### src/rtl/ysyx_22050019_lsu_pkg.sv
// Shared constants for the multi-cycle load/store unit: FSM states, one-hot width codes,
// AXI response codes and byte-offset helpers.
package ysyx_22050019_lsu_pkg;

  localparam logic [2:0] ST_IDLE    = 3'd0;
  localparam logic [2:0] ST_RD_ADDR = 3'd1;
  localparam logic [2:0] ST_RD_DATA = 3'd2;
  localparam logic [2:0] ST_WR_REQ  = 3'd3;
  localparam logic [2:0] ST_WR_RESP = 3'd4;
  localparam logic [2:0] ST_DONE    = 3'd5;

  localparam logic [5:0] R_LW  = 6'b100000;
  localparam logic [5:0] R_LH  = 6'b010000;
  localparam logic [5:0] R_LB  = 6'b001000;
  localparam logic [5:0] R_LWU = 6'b000100;
  localparam logic [5:0] R_LHU = 6'b000010;
  localparam logic [5:0] R_LBU = 6'b000001;

  localparam logic [3:0] W_SD = 4'b1000;
  localparam logic [3:0] W_SB = 4'b0100;
  localparam logic [3:0] W_SH = 4'b0010;
  localparam logic [3:0] W_SW = 4'b0001;

  localparam logic [1:0] RESP_OKAY = 2'b00;

  function automatic int off_w(input int data_w);
    return $clog2(data_w / 8);
  endfunction

  // Low address bits that must be zero for a naturally aligned access of the given width.
  function automatic logic [2:0] size_mask(input logic is_load, input logic [5:0] r_wdth,
                                           input logic [3:0] w_wdth);
    logic [2:0] m;
    m = 3'b111;
    if (is_load) begin
      case (r_wdth)
        R_LW, R_LWU: m = 3'b011;
        R_LH, R_LHU: m = 3'b001;
        R_LB, R_LBU: m = 3'b000;
        default:     m = 3'b111;
      endcase
    end else begin
      case (w_wdth)
        W_SW:    m = 3'b011;
        W_SH:    m = 3'b001;
        W_SB:    m = 3'b000;
        default: m = 3'b111;
      endcase
    end
    return m;
  endfunction

endpackage

### src/rtl/ysyx_22050019_lsu_axi_if.sv
// AXI4-Lite-style bus between the LSU (master) and memory (slave).
interface ysyx_22050019_lsu_axi_if #(
  parameter int ADDR_W = 64,
  parameter int DATA_W = 64
);
  logic [ADDR_W-1:0]   m_araddr;
  logic                m_arvalid;
  logic                m_arready;
  logic [DATA_W-1:0]   m_rdata;
  logic [1:0]          m_rresp;
  logic                m_rvalid;
  logic                m_rready;
  logic [ADDR_W-1:0]   m_awaddr;
  logic                m_awvalid;
  logic                m_awready;
  logic [DATA_W-1:0]   m_wdata;
  logic [DATA_W/8-1:0] m_wstrb;
  logic                m_wvalid;
  logic                m_wready;
  logic [1:0]          m_bresp;
  logic                m_bvalid;
  logic                m_bready;

  modport master (
    output m_araddr, m_arvalid, input m_arready,
    input  m_rdata, m_rresp, m_rvalid, output m_rready,
    output m_awaddr, m_awvalid, input m_awready,
    output m_wdata, m_wstrb, m_wvalid, input m_wready,
    input  m_bresp, m_bvalid, output m_bready
  );

  modport slave (
    input  m_araddr, m_arvalid, output m_arready,
    output m_rdata, m_rresp, m_rvalid, input m_rready,
    input  m_awaddr, m_awvalid, output m_awready,
    input  m_wdata, m_wstrb, m_wvalid, output m_wready,
    output m_bresp, m_bvalid, input m_bready
  );
endinterface

### src/rtl/ysyx_22050019_lsu_align.sv
// Byte-lane steering: store data/strobe placement and load extraction with sign/zero extension.
module ysyx_22050019_lsu_align
  import ysyx_22050019_lsu_pkg::*;
#(
  parameter int DATA_W = 64,
  localparam int OFF_W  = off_w(DATA_W),
  localparam int STRB_W = DATA_W / 8
) (
  input  logic [DATA_W-1:0] st_data,
  input  logic [3:0]        st_wdth,
  input  logic [OFF_W-1:0]  st_off,
  output logic [DATA_W-1:0] st_wdata,
  output logic [STRB_W-1:0] st_wstrb,
  input  logic [DATA_W-1:0] ld_raw,
  input  logic [5:0]        ld_wdth,
  input  logic [OFF_W-1:0]  ld_off,
  output logic [DATA_W-1:0] ld_data
);

  function automatic logic [DATA_W-1:0] extend(input logic [DATA_W-1:0] v, input logic [5:0] w);
    logic signed [31:0] s32;
    logic signed [15:0] s16;
    logic signed [7:0]  s8;
    s32 = v[31:0];
    s16 = v[15:0];
    s8  = v[7:0];
    case (w)
      R_LW:    return DATA_W'(s32);
      R_LH:    return DATA_W'(s16);
      R_LB:    return DATA_W'(s8);
      R_LWU:   return DATA_W'(v[31:0]);
      R_LHU:   return DATA_W'(v[15:0]);
      R_LBU:   return DATA_W'(v[7:0]);
      default: return v;
    endcase
  endfunction

  logic [STRB_W-1:0] base_mask;
  logic [DATA_W-1:0] ld_shift;

  // Lanes shifted past the top of the bus are simply dropped.
  always_comb begin
    case (st_wdth)
      W_SD:    base_mask = '1;
      W_SW:    base_mask = STRB_W'(4'hF);
      W_SH:    base_mask = STRB_W'(4'h3);
      W_SB:    base_mask = STRB_W'(4'h1);
      default: base_mask = '1;
    endcase
    st_wstrb = base_mask << st_off;
    st_wdata = st_data << {st_off, 3'b000};
    ld_shift = ld_raw >> {ld_off, 3'b000};
    ld_data  = extend(ld_shift, ld_wdth);
  end

endmodule

### src/rtl/ysyx_22050019_lsu_axi.sv
// Multi-cycle load/store unit: one EX request at a time over an AXI4-Lite-style master.
// Optional YSYX_22050019_LSU_MISALIGN_CHECK_EN rejects misaligned accesses without bus traffic.
module ysyx_22050019_lsu_axi
  import ysyx_22050019_lsu_pkg::*;
#(
  parameter int DATA_W = 64,
  parameter int ADDR_W = 64,
  parameter int RD_W   = 5
) (
  input  logic              clk,
  input  logic              rst_n,
  input  logic              req_valid,
  output logic              req_ready,
  input  logic [ADDR_W-1:0] req_addr,
  input  logic              req_we,
  input  logic              req_re,
  input  logic [5:0]        req_r_wdth,
  input  logic [3:0]        req_w_wdth,
  input  logic [DATA_W-1:0] req_wdata,
  input  logic [RD_W-1:0]   req_rd,
  output logic              wb_valid,
  output logic              wb_wen,
  output logic [RD_W-1:0]   wb_waddr,
  output logic [DATA_W-1:0] wb_wdata,
  output logic              wb_err,
  ysyx_22050019_lsu_axi_if.master axi
);

  localparam int OFF_W  = off_w(DATA_W);
  localparam int STRB_W = DATA_W / 8;

  logic [2:0]        state;
  logic              is_load;
  logic              err_q;
  logic              aw_done;
  logic              w_done;
  logic [RD_W-1:0]   rd_q;
  logic [5:0]        r_wdth_q;
  logic [OFF_W-1:0]  off_q;
  logic [DATA_W-1:0] ld_q;
  logic [ADDR_W-1:0] araddr_q;
  logic [ADDR_W-1:0] awaddr_q;
  logic [DATA_W-1:0] wdata_q;
  logic [STRB_W-1:0] wstrb_q;

  logic [OFF_W-1:0]  req_off;
  logic [ADDR_W-1:0] addr_al;
  logic [DATA_W-1:0] st_wdata;
  logic [STRB_W-1:0] st_wstrb;
  logic [DATA_W-1:0] ld_data;
  logic              wide_bad;
  logic              misalign;
  logic              acc_err;
  logic              aw_vld;
  logic              w_vld;
  logic              aw_hs;
  logic              w_hs;

  assign req_off = req_addr[OFF_W-1:0];
  assign addr_al = {req_addr[ADDR_W-1:OFF_W], {OFF_W{1'b0}}};

  // A doubleword access cannot be carried by a 32-bit bus.
  assign wide_bad = (DATA_W == 32) &&
                    ((req_we && (req_w_wdth == W_SD)) || (req_re && !$onehot(req_r_wdth)));

`ifdef YSYX_22050019_LSU_MISALIGN_CHECK_EN
  assign misalign = |(3'(req_off) & size_mask(req_re, req_r_wdth, req_w_wdth));
`else
  assign misalign = 1'b0;
`endif

  assign acc_err = (req_re && req_we) || wide_bad || misalign;

  ysyx_22050019_lsu_align #(.DATA_W(DATA_W)) u_align (
    .st_data  (req_wdata),
    .st_wdth  (req_w_wdth),
    .st_off   (req_off),
    .st_wdata (st_wdata),
    .st_wstrb (st_wstrb),
    .ld_raw   (axi.m_rdata),
    .ld_wdth  (r_wdth_q),
    .ld_off   (off_q),
    .ld_data  (ld_data)
  );

  assign aw_vld = (state == ST_WR_REQ) && !aw_done;
  assign w_vld  = (state == ST_WR_REQ) && !w_done;
  assign aw_hs  = aw_vld && axi.m_awready;
  assign w_hs   = w_vld && axi.m_wready;

  assign req_ready     = (state == ST_IDLE);
  assign axi.m_arvalid = (state == ST_RD_ADDR);
  assign axi.m_araddr  = araddr_q;
  assign axi.m_rready  = (state == ST_RD_DATA);
  assign axi.m_awvalid = aw_vld;
  assign axi.m_awaddr  = awaddr_q;
  assign axi.m_wvalid  = w_vld;
  assign axi.m_wdata   = wdata_q;
  assign axi.m_wstrb   = wstrb_q;
  assign axi.m_bready  = (state == ST_WR_RESP);

  assign wb_valid = (state == ST_DONE);
  assign wb_wen   = wb_valid && is_load && !err_q;
  assign wb_err   = wb_valid && err_q;
  assign wb_waddr = rd_q;
  assign wb_wdata = wb_wen ? ld_q : '0;

  always_ff @(posedge clk or negedge rst_n) begin
    if (!rst_n) begin
      state    <= ST_IDLE;
      is_load  <= 1'b0;
      err_q    <= 1'b0;
      aw_done  <= 1'b0;
      w_done   <= 1'b0;
      rd_q     <= '0;
      r_wdth_q <= '0;
      off_q    <= '0;
      ld_q     <= '0;
      araddr_q <= '0;
      awaddr_q <= '0;
      wdata_q  <= '0;
      wstrb_q  <= '0;
    end else begin
      case (state)
        ST_IDLE: begin
          if (req_valid) begin
            rd_q     <= req_rd;
            r_wdth_q <= req_r_wdth;
            off_q    <= req_off;
            is_load  <= req_re && !req_we;
            err_q    <= acc_err;
            aw_done  <= 1'b0;
            w_done   <= 1'b0;
            if (req_re) araddr_q <= addr_al;
            if (req_we) begin
              awaddr_q <= addr_al;
              wdata_q  <= st_wdata;
              wstrb_q  <= st_wstrb;
            end
            if (acc_err || (!req_re && !req_we)) state <= ST_DONE;
            else if (req_re)                     state <= ST_RD_ADDR;
            else                                 state <= ST_WR_REQ;
          end
        end
        ST_RD_ADDR: if (axi.m_arready) state <= ST_RD_DATA;
        ST_RD_DATA: begin
          if (axi.m_rvalid) begin
            ld_q  <= ld_data;
            err_q <= (axi.m_rresp != RESP_OKAY);
            state <= ST_DONE;
          end
        end
        ST_WR_REQ: begin
          // AW and W complete independently; leave only when both have handshaken.
          if (aw_hs) aw_done <= 1'b1;
          if (w_hs)  w_done  <= 1'b1;
          if ((aw_done || aw_hs) && (w_done || w_hs)) state <= ST_WR_RESP;
        end
        ST_WR_RESP: begin
          if (axi.m_bvalid) begin
            err_q <= (axi.m_bresp != RESP_OKAY);
            state <= ST_DONE;
          end
        end
        ST_DONE: state <= ST_IDLE;
        default: state <= ST_IDLE;
      endcase
    end
  end

endmodule

### src/flat_wrapper.sv
// flat-port wrapper written by rule: the top's interface ports become plain ports
module ysyx_22050019_lsu_axi_flat import ysyx_22050019_lsu_pkg::*;
#(
  parameter int DATA_W = 64,
  parameter int ADDR_W = 64,
  parameter int RD_W   = 5
)
  (clk, rst_n, req_valid, req_ready, req_addr, req_we, req_re, req_r_wdth, req_w_wdth, req_wdata, req_rd, wb_valid, wb_wen, wb_waddr, wb_wdata, wb_err, axi_m_araddr, axi_m_arvalid, axi_m_arready, axi_m_rdata, axi_m_rresp, axi_m_rvalid, axi_m_rready, axi_m_awaddr, axi_m_awvalid, axi_m_awready, axi_m_wdata, axi_m_wstrb, axi_m_wvalid, axi_m_wready, axi_m_bresp, axi_m_bvalid, axi_m_bready);
  ysyx_22050019_lsu_axi_if #(.ADDR_W(ADDR_W), .DATA_W(DATA_W)) axi_i ();
  input  logic clk;
  input  logic rst_n;
  input  logic req_valid;
  output logic req_ready;
  input  logic [ADDR_W-1:0] req_addr;
  input  logic req_we;
  input  logic req_re;
  input  logic [5:0] req_r_wdth;
  input  logic [3:0] req_w_wdth;
  input  logic [DATA_W-1:0] req_wdata;
  input  logic [RD_W-1:0] req_rd;
  output logic wb_valid;
  output logic wb_wen;
  output logic [RD_W-1:0] wb_waddr;
  output logic [DATA_W-1:0] wb_wdata;
  output logic wb_err;
  output wire logic [$bits(axi_i.m_araddr)-1:0] axi_m_araddr;
  output wire logic [$bits(axi_i.m_arvalid)-1:0] axi_m_arvalid;
  input wire logic [$bits(axi_i.m_arready)-1:0] axi_m_arready;
  input wire logic [$bits(axi_i.m_rdata)-1:0] axi_m_rdata;
  input wire logic [$bits(axi_i.m_rresp)-1:0] axi_m_rresp;
  input wire logic [$bits(axi_i.m_rvalid)-1:0] axi_m_rvalid;
  output wire logic [$bits(axi_i.m_rready)-1:0] axi_m_rready;
  output wire logic [$bits(axi_i.m_awaddr)-1:0] axi_m_awaddr;
  output wire logic [$bits(axi_i.m_awvalid)-1:0] axi_m_awvalid;
  input wire logic [$bits(axi_i.m_awready)-1:0] axi_m_awready;
  output wire logic [$bits(axi_i.m_wdata)-1:0] axi_m_wdata;
  output wire logic [$bits(axi_i.m_wstrb)-1:0] axi_m_wstrb;
  output wire logic [$bits(axi_i.m_wvalid)-1:0] axi_m_wvalid;
  input wire logic [$bits(axi_i.m_wready)-1:0] axi_m_wready;
  input wire logic [$bits(axi_i.m_bresp)-1:0] axi_m_bresp;
  input wire logic [$bits(axi_i.m_bvalid)-1:0] axi_m_bvalid;
  output wire logic [$bits(axi_i.m_bready)-1:0] axi_m_bready;
  assign axi_m_araddr = axi_i.m_araddr;
  assign axi_m_arvalid = axi_i.m_arvalid;
  assign axi_i.m_arready = axi_m_arready;
  assign axi_i.m_rdata = axi_m_rdata;
  assign axi_i.m_rresp = axi_m_rresp;
  assign axi_i.m_rvalid = axi_m_rvalid;
  assign axi_m_rready = axi_i.m_rready;
  assign axi_m_awaddr = axi_i.m_awaddr;
  assign axi_m_awvalid = axi_i.m_awvalid;
  assign axi_i.m_awready = axi_m_awready;
  assign axi_m_wdata = axi_i.m_wdata;
  assign axi_m_wstrb = axi_i.m_wstrb;
  assign axi_m_wvalid = axi_i.m_wvalid;
  assign axi_i.m_wready = axi_m_wready;
  assign axi_i.m_bresp = axi_m_bresp;
  assign axi_i.m_bvalid = axi_m_bvalid;
  assign axi_m_bready = axi_i.m_bready;
  ysyx_22050019_lsu_axi #(.DATA_W(DATA_W), .ADDR_W(ADDR_W), .RD_W(RD_W)) u_core (.clk(clk), .rst_n(rst_n), .req_valid(req_valid), .req_ready(req_ready), .req_addr(req_addr), .req_we(req_we), .req_re(req_re), .req_r_wdth(req_r_wdth), .req_w_wdth(req_w_wdth), .req_wdata(req_wdata), .req_rd(req_rd), .wb_valid(wb_valid), .wb_wen(wb_wen), .wb_waddr(wb_waddr), .wb_wdata(wb_wdata), .wb_err(wb_err), .axi(axi_i));
endmodule
### config.mk
export PLATFORM = sky130hd
export DESIGN_NAME = ysyx_22050019_lsu_axi_flat
export DESIGN_NICKNAME = d
export VERILOG_FILES = /design/src/rtl/ysyx_22050019_lsu_pkg.sv /design/src/rtl/ysyx_22050019_lsu_axi_if.sv /design/src/rtl/ysyx_22050019_lsu_align.sv /design/src/rtl/ysyx_22050019_lsu_axi.sv /design/src/flat_wrapper.sv
export SDC_FILE = /design/constraint.sdc
export NUM_CORES = 1
export LEC_CHECK = 0
export CAP_MARGIN = 20
export CORE_MARGIN = 8
export CORE_UTILIZATION = 40
export DETAILED_ROUTE_END_ITERATION = 16
export PLACE_DENSITY = 0.82
export SLEW_MARGIN = 20
export SYNTH_ARGS = -nofsm -noshare
export SYNTH_HDL_FRONTEND = slang
export SYNTH_SLANG_ARGS = --single-unit
export TNS_END_PERCENT = 5
### constraint.sdc
create_clock -name clk -period 2.42 [get_ports clk]
set_clock_uncertainty 0.05 [all_clocks]
set_input_delay 0.726 -clock clk [delete_from_list [all_inputs] [get_ports clk]]
set_output_delay 0.726 -clock clk [all_outputs]
set_load 0.02 [all_outputs]
# Yosys cells after proc, flatten, opt, wreduce, memory -nomap -nowiden
# Cells that the tools add are included.
# word_totals
regBits	279
in_bits	221
output_inout_bits	278
word_cells	89
# op_classes
eq_ne	21
shifts	3
muxes	20
reduce_logical	32
# op_table
cell	count
$pmux 64 s6	1
$mux 64	1
$shl 64x6->64	1
$shr 64x6->64	1
$pmux 8 s3	1
$mux 3	6
$pmux 3 s5	1
$reduce_and 3->1	4
$logic_and 1x1->1	11
$ne 2x2->1 const B	4
$shl 8x3->8	1
$eq 3x2->1 const B	2
$eq 3x3->1 const B	2
$eq 6x1->1 const B	1
$eq 6x2->1 const B	1
$eq 6x3->1 const B	1
$eq 6x4->1 const B	1
$eq 6x5->1 const B	1
$eq 6x6->1 const B	1
$mux 1	6
$ne 2x1->1 const B	3
$reduce_bool 2->1	3
$logic_not 1->1	5
$reduce_and 5->1	1
other kinds (12)	16

# Depth between registers and ports, before layout
# Gate-level depths: netlist of run 1.
# depth
word_depth	7
depth_mapped	10
ltp_nobuf	6

# Modules after synthesis
# Synthesis of run 1 repeated with hierarchy kept, for this count alone.
# hier_totals
hier_cells	1293
area_unflattened_um2	15165.8
# by_module_without_submodules
module	instances	cells_each	area_per_inst_um2	seq_area_each_um2
ysyx_22050019_lsu_axi	1	710	11029.3	6981.7
ysyx_22050019_lsu_align	1	583	4136.5	0.0

# Least setup slack after synthesis of run 1
# Ideal clock, no wire load.
# synth_timing
kind	reg2out
from	register u_core.state[1]
to	output wb_wdata[10]
arrival_time_ns	1.822
required_ns	1.644
slack_ns	-0.178
path_stages_with_launch	7
n_path_buf	3
cell_sequence	dfrtp_1 > buf_4 > nor3b_2 > and3b_1 > clkbuf_1 > clkbuf_1 > and2_1
# synth_via
elab_chain_len	4
# synth_rtl
element	line	text
start, declared	ysyx_22050019_lsu_axi.sv:32	logic [2:0] state;
start signal, assigned	ysyx_22050019_lsu_axi.sv:110	state <= ST_IDLE;
start signal, assigned	ysyx_22050019_lsu_axi.sv:140	if (acc_err || (!req_re && !req_we)) state <= ST_DONE;
start signal, assigned	ysyx_22050019_lsu_axi.sv:141	else if (req_re) state <= ST_RD_ADDR;
$eq 3x3->1	ysyx_22050019_lsu_axi.sv:102	assign wb_valid = (state == ST_DONE);
via wb_valid	flat_wrapper.sv:21	output logic wb_valid;
$logic_and 1x1->1 (2 in series)	ysyx_22050019_lsu_axi.sv:103	assign wb_wen = wb_valid && is_load && !err_q;
$mux 64	ysyx_22050019_lsu_axi.sv:106	assign wb_wdata = wb_wen ? ld_q : '0;
end, declared	flat_wrapper.sv:24	output logic [DATA_W-1:0] wb_wdata;
# The timed path passes the listed nets, and every way through them passes these cells.

# Worst setup path in the final report of run 1
# layout_timing
from	register u_core.state[1]
to	output wb_wdata[61]
# layout_via
elab_chain_len	4
# layout_rtl
element	line
$eq 3x3->1	ysyx_22050019_lsu_axi.sv:102
$logic_and 1x1->1 (2 in series)	ysyx_22050019_lsu_axi.sv:103
$mux 64	ysyx_22050019_lsu_axi.sv:106
# No other way between the ends.

==> results of run 1 <==
==> worst min-delay path by stage <==
stage	slack (ns)	end	startpoint
2_1_floorplan	0.38	u_core.aw_done	rst_n
3_3_place_gp	0.41	u_core.axi.m_wdata[10]	u_core.axi.m_wdata[10]
3_5_place_dp	0.42	u_core.axi.m_wdata[8]	u_core.axi.m_wdata[8]
4_1_cts	0.03	u_core.ld_q[1]	rst_n
5_1_grt	0.04	u_core.ld_q[1]	rst_n
6_report	0.04	u_core.ld_q[1]	rst_n
==> power by group <==
| group | switching [mW] | internal (mW) |
|---|---|---|
| Combinational | 7.33 | 6.93 |
| Sequential | 1.72 | 6.95 |
| Clock | 2.01 | 2.90 |
==> metal layers <==
metal / global-route usage, % / share of wire (%)
met5: 0 / 0.037
met4: 6.88 / 2.7
met3: 8.91 / 11
met2: 43.3 / 49
met1: 30.4 / 38
==> synth_stat cells, types with 10 or more instances <==
master | count | area, um2
mux2_2 | 147 | 1660
nor2_1 | 101 | 379
dfrtp_1 | 279 | 6980
o22ai_1 | 12 | 75.1
buf_2 | 39 | 195
o22a_1 | 43 | 377
buf_6 | 12 | 135
a31oi_1 | 18 | 113
mux2i_1 | 126 | 1260
nand3_1 | 11 | 55.1
a22o_1 | 27 | 236
a21oi_1 | 40 | 200
and2_1 | 67 | 419
a211oi_1 | 22 | 165
nand2_1 | 82 | 308
mux4_2 | 22 | 495
nor2b_1 | 21 | 131
nand2b_1 | 14 | 87.6
o21ai_0 | 87 | 435
clkbuf_1 | 29 | 109
o31ai_1 | 10 | 75.1
buf_4 | 28 | 210
nor3_1 | 10 | 50.1
==> sequential cells by signal (all words and copies together), names as in the netlist <==
| name | count |
|---|---|
| u_core.aw_done | 1 |
| u_core.axi.m_araddr | 61 |
| u_core.axi.m_awaddr | 61 |
| u_core.axi.m_wdata | 64 |
| u_core.axi.m_wstrb | 8 |
| u_core.err_q | 1 |
| u_core.is_load | 1 |
| u_core.ld_q | 64 |
| u_core.off_q | 3 |
| u_core.r_wdth_q | 6 |
| u_core.state | 3 |
| u_core.w_done | 1 |
| u_core.wb_waddr | 5 |
==> critical path, stage by stage, from the launching register on <==
cell and delay, ns:
dfrtp_1 0.40, nor3b_4 0.20, and3b_2 0.27, buf_12 0.14, clkbuf_16 0.17, and2_4 0.14, buf_6 0.11
==> logic make-up (layout without fill, tap and decap cells) <==
kind of cell             count (synthesis)  in the layout  share of synthesized area, %
other                                    1             11                        0.0249
flip-flops                             279            279                          46.3
adder cells (fa/ha/maj)                  3              3                         0.249
AND/OR/NAND/NOR                        346            346                          12.0
AO/OA/AOI/OAI                          288            288                          12.9
multiplexers                           303            303                          23.3
buffers and inverters                  128            690                          5.03
XOR/XNOR                                 4              4                         0.232
==> cell type report <==
type                            instances  area (um2)
Multi-Input combinational cell        950        7500
Fill cell                            2981       14900
Tap cell                              511         639
Sequential cell                       279        6990
Antenna cell                            5        12.5
Clock buffer                           40         848
Timing Repair Buffer                  626        6250
Inverter                                8        30.0
Clock inverter                         16         214
==> metrics by stage <==
step	instances	util [%]	hold WS [ns]	cell area, um2
after floorplan	1357	-	0.380	15200
after global placement	2368	56.7	0.414	21200
after detailed placement	2368	56.7	0.420	21200
after CTS	2424	59.1	0.0268	22100
after global routing	2433	60.1	0.0400	22500
final	2435	60.1	0.0398	22500
==> layout by cell type, fill, tap and decap left out, drive strengths merged, types with 10 or more instances in the layout <==
cell type      count
clkdlybuf4s50    377
dfrtp            279
buf              206
mux2             154
mux2i            127
nor2             104
o21ai             88
nand2             83
and2              67
a21oi             47
o22a              43
clkbuf            42
a22o              27
dlymetal6s2s      26
a211oi            23
mux4              22
nor2b             22
a31oi             18
nand2b            14
dlygate4sd2       13
o22ai             12
nand3             11
o31ai             11
nor3              11
clkinv            10
==> timing repair <==
action                     4_1_cts  5_1_grt
pin swaps                        0       14
setup endpoints to repair       86       99
hold buffers                     0        0
cloned                           0        4
gates resized for setup        368      103
buffers inserted                 0        2
==> results.yml, run 1 <==
worst_setup_path:
  reg2reg_slack_ns: 0.09
  end_kind: "output port"
  critPathLaunch: "u_core.state[1]"
  start_kind: "flip-flop"
  arrival_ns: 2.01
  crit_end: "wb_wdata[61]"
  r2r-start: "u_core.off_q[1]"
  required_ns: 1.64
  worstSetupPathType: "reg -> out"
  rr_worst_depth: 7
  critical_path_peak_fanout: 8
  reg2reg_to: "u_core.ld_q[45]"
outcome:
  status: "finished, violations left"
  failed_checks: "setup timing"
floorplan:
  die_area_um2: 44200
  rows: 71
  die_w_um: 210
  start_util_pct: 40.3
  die_h_um: 210
  pin_count: 499
  core_area_um2: 37400
timing:
  hold_viol: 0
  min_period_ns: 2.79
  slew_viol_final: 0
  min_period_over_period_pct: 115
  clock.fmax_mhz: 359
  tightest_slew_ns: 0.824
  setup_violations: 69
  relSlewSlack_pct: 45.0
  rsz0062_at_grt: "true"
  finalWorstSetupSlack_ns: -0.367
  fin_setup_tns_ns: -19.87
global_route:
  grt_usage_pct: 25.5
  grt_pass1_vias: 14000
  antenna_found_initial: 7
  grt_max_degree: 66
  gr-total-overflow: 0
  grt_first_pass_wirelength_mm: 87.8
pwr:
  power.leakage_nw: 10.1
  powerDensity_nw_per_um2: 1240
  fin_total_pwr_mw: 27.8
  ir_drop_mv: 1.03
detailed_routing:
  drt_iter0_drc: 928
  final_antenna_net_count: 0
  drc: 0
  dr.pass1.iters: 5
  via_per_inst: 5.49
  wl_mm: 59.1
  route.vias.total: 13400
  wl_per_cell_um: 24.3
synthesis:
  synth-edff-count: 0
  yosysWarnings: 0
  yosysSeqAreaShare_pct: 46.3
  async_flop_share_pct: 100
  synth_cells: 1352
  syn_area_per_cell_um2: 11.2
  synth_top_flop_cell: "dfrtp_1"
  ys_types: 72
  synth_area_um2: 15100
  yosys_register_bits: 279
clocking:
  numCtsBuffers: 30
  cts.clk_slew.worst_paths_ns: 0.07
  clk_latency_ns: 0.58
  clockBufferDepth: 3
  cts.sinks: 279
  htreeDepth: 1
  root_buffer: "clkbuf_16"
  cts_tree: "built"
placement:
  portBuffers: 492
  dp_hpwl_mm: 44.8
  post-place-ws_ns: -0.294
  place_congestion: 0.949
finish:
  drive_above_1_share_pct: 27.7
  fin_nets: 2119
  syn_to_final_growth_pct: 49.1
job:
  max_cap_viol_count: 0
min_path:
  min_path_type: "in -> async"
Note: power is estimated with default switching activity, not from simulation.
==> run 2: changes to the inputs <==
Settings changed: SKIP_CTS_REPAIR_TIMING set to 1.
==> run 2 against run 1 <==
The run still ends with setup timing left. Fmax decreased by 0.20%. Worst hold slack got worse by 0.0028 ns. Clock power about the same.
==> results.yml, run 2 (synthesized netlist as in run 1, its figures left out) <==
outcome:
  status: "finished, violations left"
  failed_checks: "setup timing"
detailed_routing:
  drt_iter0_drc: 925
  via_per_inst: 5.53
  drc: 0
  wl_per_cell_um: 24.6
  dr.max_layer_used: "met5"
  final_antenna_net_count: 0
  wl_met1_mm: 22.2
  met2_length_mm: 29.3
  dr.pass1.iters: 6
  dr_wl_met3_mm: 6.50
  wl_mm: 59.8
  route.vias.total: 13500
timing:
  clock.fmax_mhz: 358
  rsz0062_at_grt: "true"
  min_period_ns: 2.79
  setup_violations: 68
  tightest_slew_ns: 0.818
  fin_setup_tns_ns: -20.21
  finalWorstSetupSlack_ns: -0.372
  relSlewSlack_pct: 45.4
  min_period_over_period_pct: 115
  slew_viol_final: 0
  hold_viol: 0
global_route:
  gr-total-overflow: 0
  grt_max_degree: 66
  grt_first_pass_wirelength_mm: 87.6
  antenna_found_initial: 7
  grt_pass1_vias: 14000
  grt_usage_pct: 25.4
worst_setup_path:
  arrival_ns: 2.02
  max_stage_delay_ns: 0.40
  required_ns: 1.64
  critPathSlowestCell: "dfrtp_1"
  end_kind: "output port"
  critPathTopFamily: "simple AND/OR/NAND/NOR gates"
  path_buf_inv: 3
  worstSetupPathType: "reg -> out"
  critical_path_peak_fanout: 8
  start_kind: "flip-flop"
  crit_chain: "nor3b_4 > and3b_2 > buf_12 > clkbuf_16 > and2_4 > buf_6"
floorplan:
  start_util_pct: 40.3
  die_w_um: 210
  rows: 71
  core_area_um2: 37400
  die_h_um: 210
  die_area_um2: 44200
  pin_count: 499
clocking:
  cts.sinks: 279
  cts.clk_slew.worst_paths_ns: 0.07
  clockBufferDepth: 3
  root_buffer: "clkbuf_16"
  clk_latency_ns: 0.58
  cts_tree: "built"
  htreeDepth: 1
  numCtsBuffers: 30
pwr:
  ir_drop_mv: 1.08
  power_frac_comb_pct: 51.3
  p_int_mw: 16.8
  power.leakage_nw: 10.3
  powerDensity_nw_per_um2: 1240
  netSwitchingPower_mw: 11.1
  switching_share_pct: 39.8
  power.share.clock_pct: 17.6
  p_seq_share_pct: 31.1
placement:
  dp.cells: 2368
  dp_hpwl_mm: 44.8
  place_congestion: 0.949
  portBuffers: 492
finish:
  stdcell_count: 2434
  syn_to_final_growth_pct: 49.6
  mostFrequentLayoutCells: "clkdlybuf4s50_1 (377), dfrtp_1 (276), mux2_2 (147), buf_4 (129), mux2i_1 (126)"
  drive_above_1_share_pct: 27.6
  final_common_cell: "clkdlybuf4s50_1"
  fin_util_pct: 60.3
  fin_nets: 2118
min_path:
  min_path_type: "in -> async"
job:
  max_cap_viol_count: 0
-- run 2: power by group through the flow --
stage               Sequential (mW)  Combinational [mW]  Clock, mW
detailed placement             8.62                14.3          0
global placement               8.54                14.0          0
CTS                            8.62                14.4       4.98
global route                   8.91                15.2       5.17
finish                         8.67                14.3       4.91
floorplan                      9.97                6.38          0
-- run 2: cell type report --
type                       instances  area, um2
timing repair buffer             625       6320
clock buffer                      40        848
tap                              511        639
multi-input combinational        950       7520
sequential                       279       6990
inverter                           8       30.0
fill                            2966      14800
clock inverter                    16        214
antenna                            5       12.5
-- run 2: per-stage QoR --
stage | power (mW) | hold WS, ns | cell area (um2) | worst slack [ns]
2_1_floorplan | 16.4 | 0.380 | 15200 | -0.0445
3_3_place_gp | 22.6 | 0.414 | 21200 | -0.246
3_5_place_dp | 22.9 | 0.420 | 21200 | -0.294
4_1_cts | 28.0 | 0.0268 | 22300 | -0.848
5_1_grt | 29.2 | 0.0400 | 22600 | -0.441
6_report | 27.9 | 0.0370 | 22600 | -0.372
-- run 2: worst register-to-register path, delay by kind of cell (launching register included) --
kind | cells | cell delay [ns]
buf+inv | 1 | 0.34
mux | 2 | 0.82
simple gates | 2 | 0.24
flops | 1 | 0.72
compound gates | 1 | 0.08
-- run 2: per-layer routing --
layer  track usage, %  vias up
li1                 -     5948
met1             30.3     6693
met2             43.3      691
met3             8.94      116
met4             6.88        4
met5                0        -
-- run 2: path summary, 6_finish.rpt --
path,start,end,slack (ns),depth (start not counted)
max,u_core.state[1],wb_wdata[10],-0.37,6
min,rst_n,u_core.ld_q[1],0.04,1
max reg2reg,u_core.off_q[1],u_core.ld_q[10],0.06,6
min reg2reg,u_core.axi.m_wdata[13],u_core.axi.m_wdata[13],0.43,2
max in group asynchronous,rst_n,u_core.axi.m_wdata[8],1.60,2
min in group clk,u_core.axi.m_wdata[13],u_core.axi.m_wdata[13],0.43,2
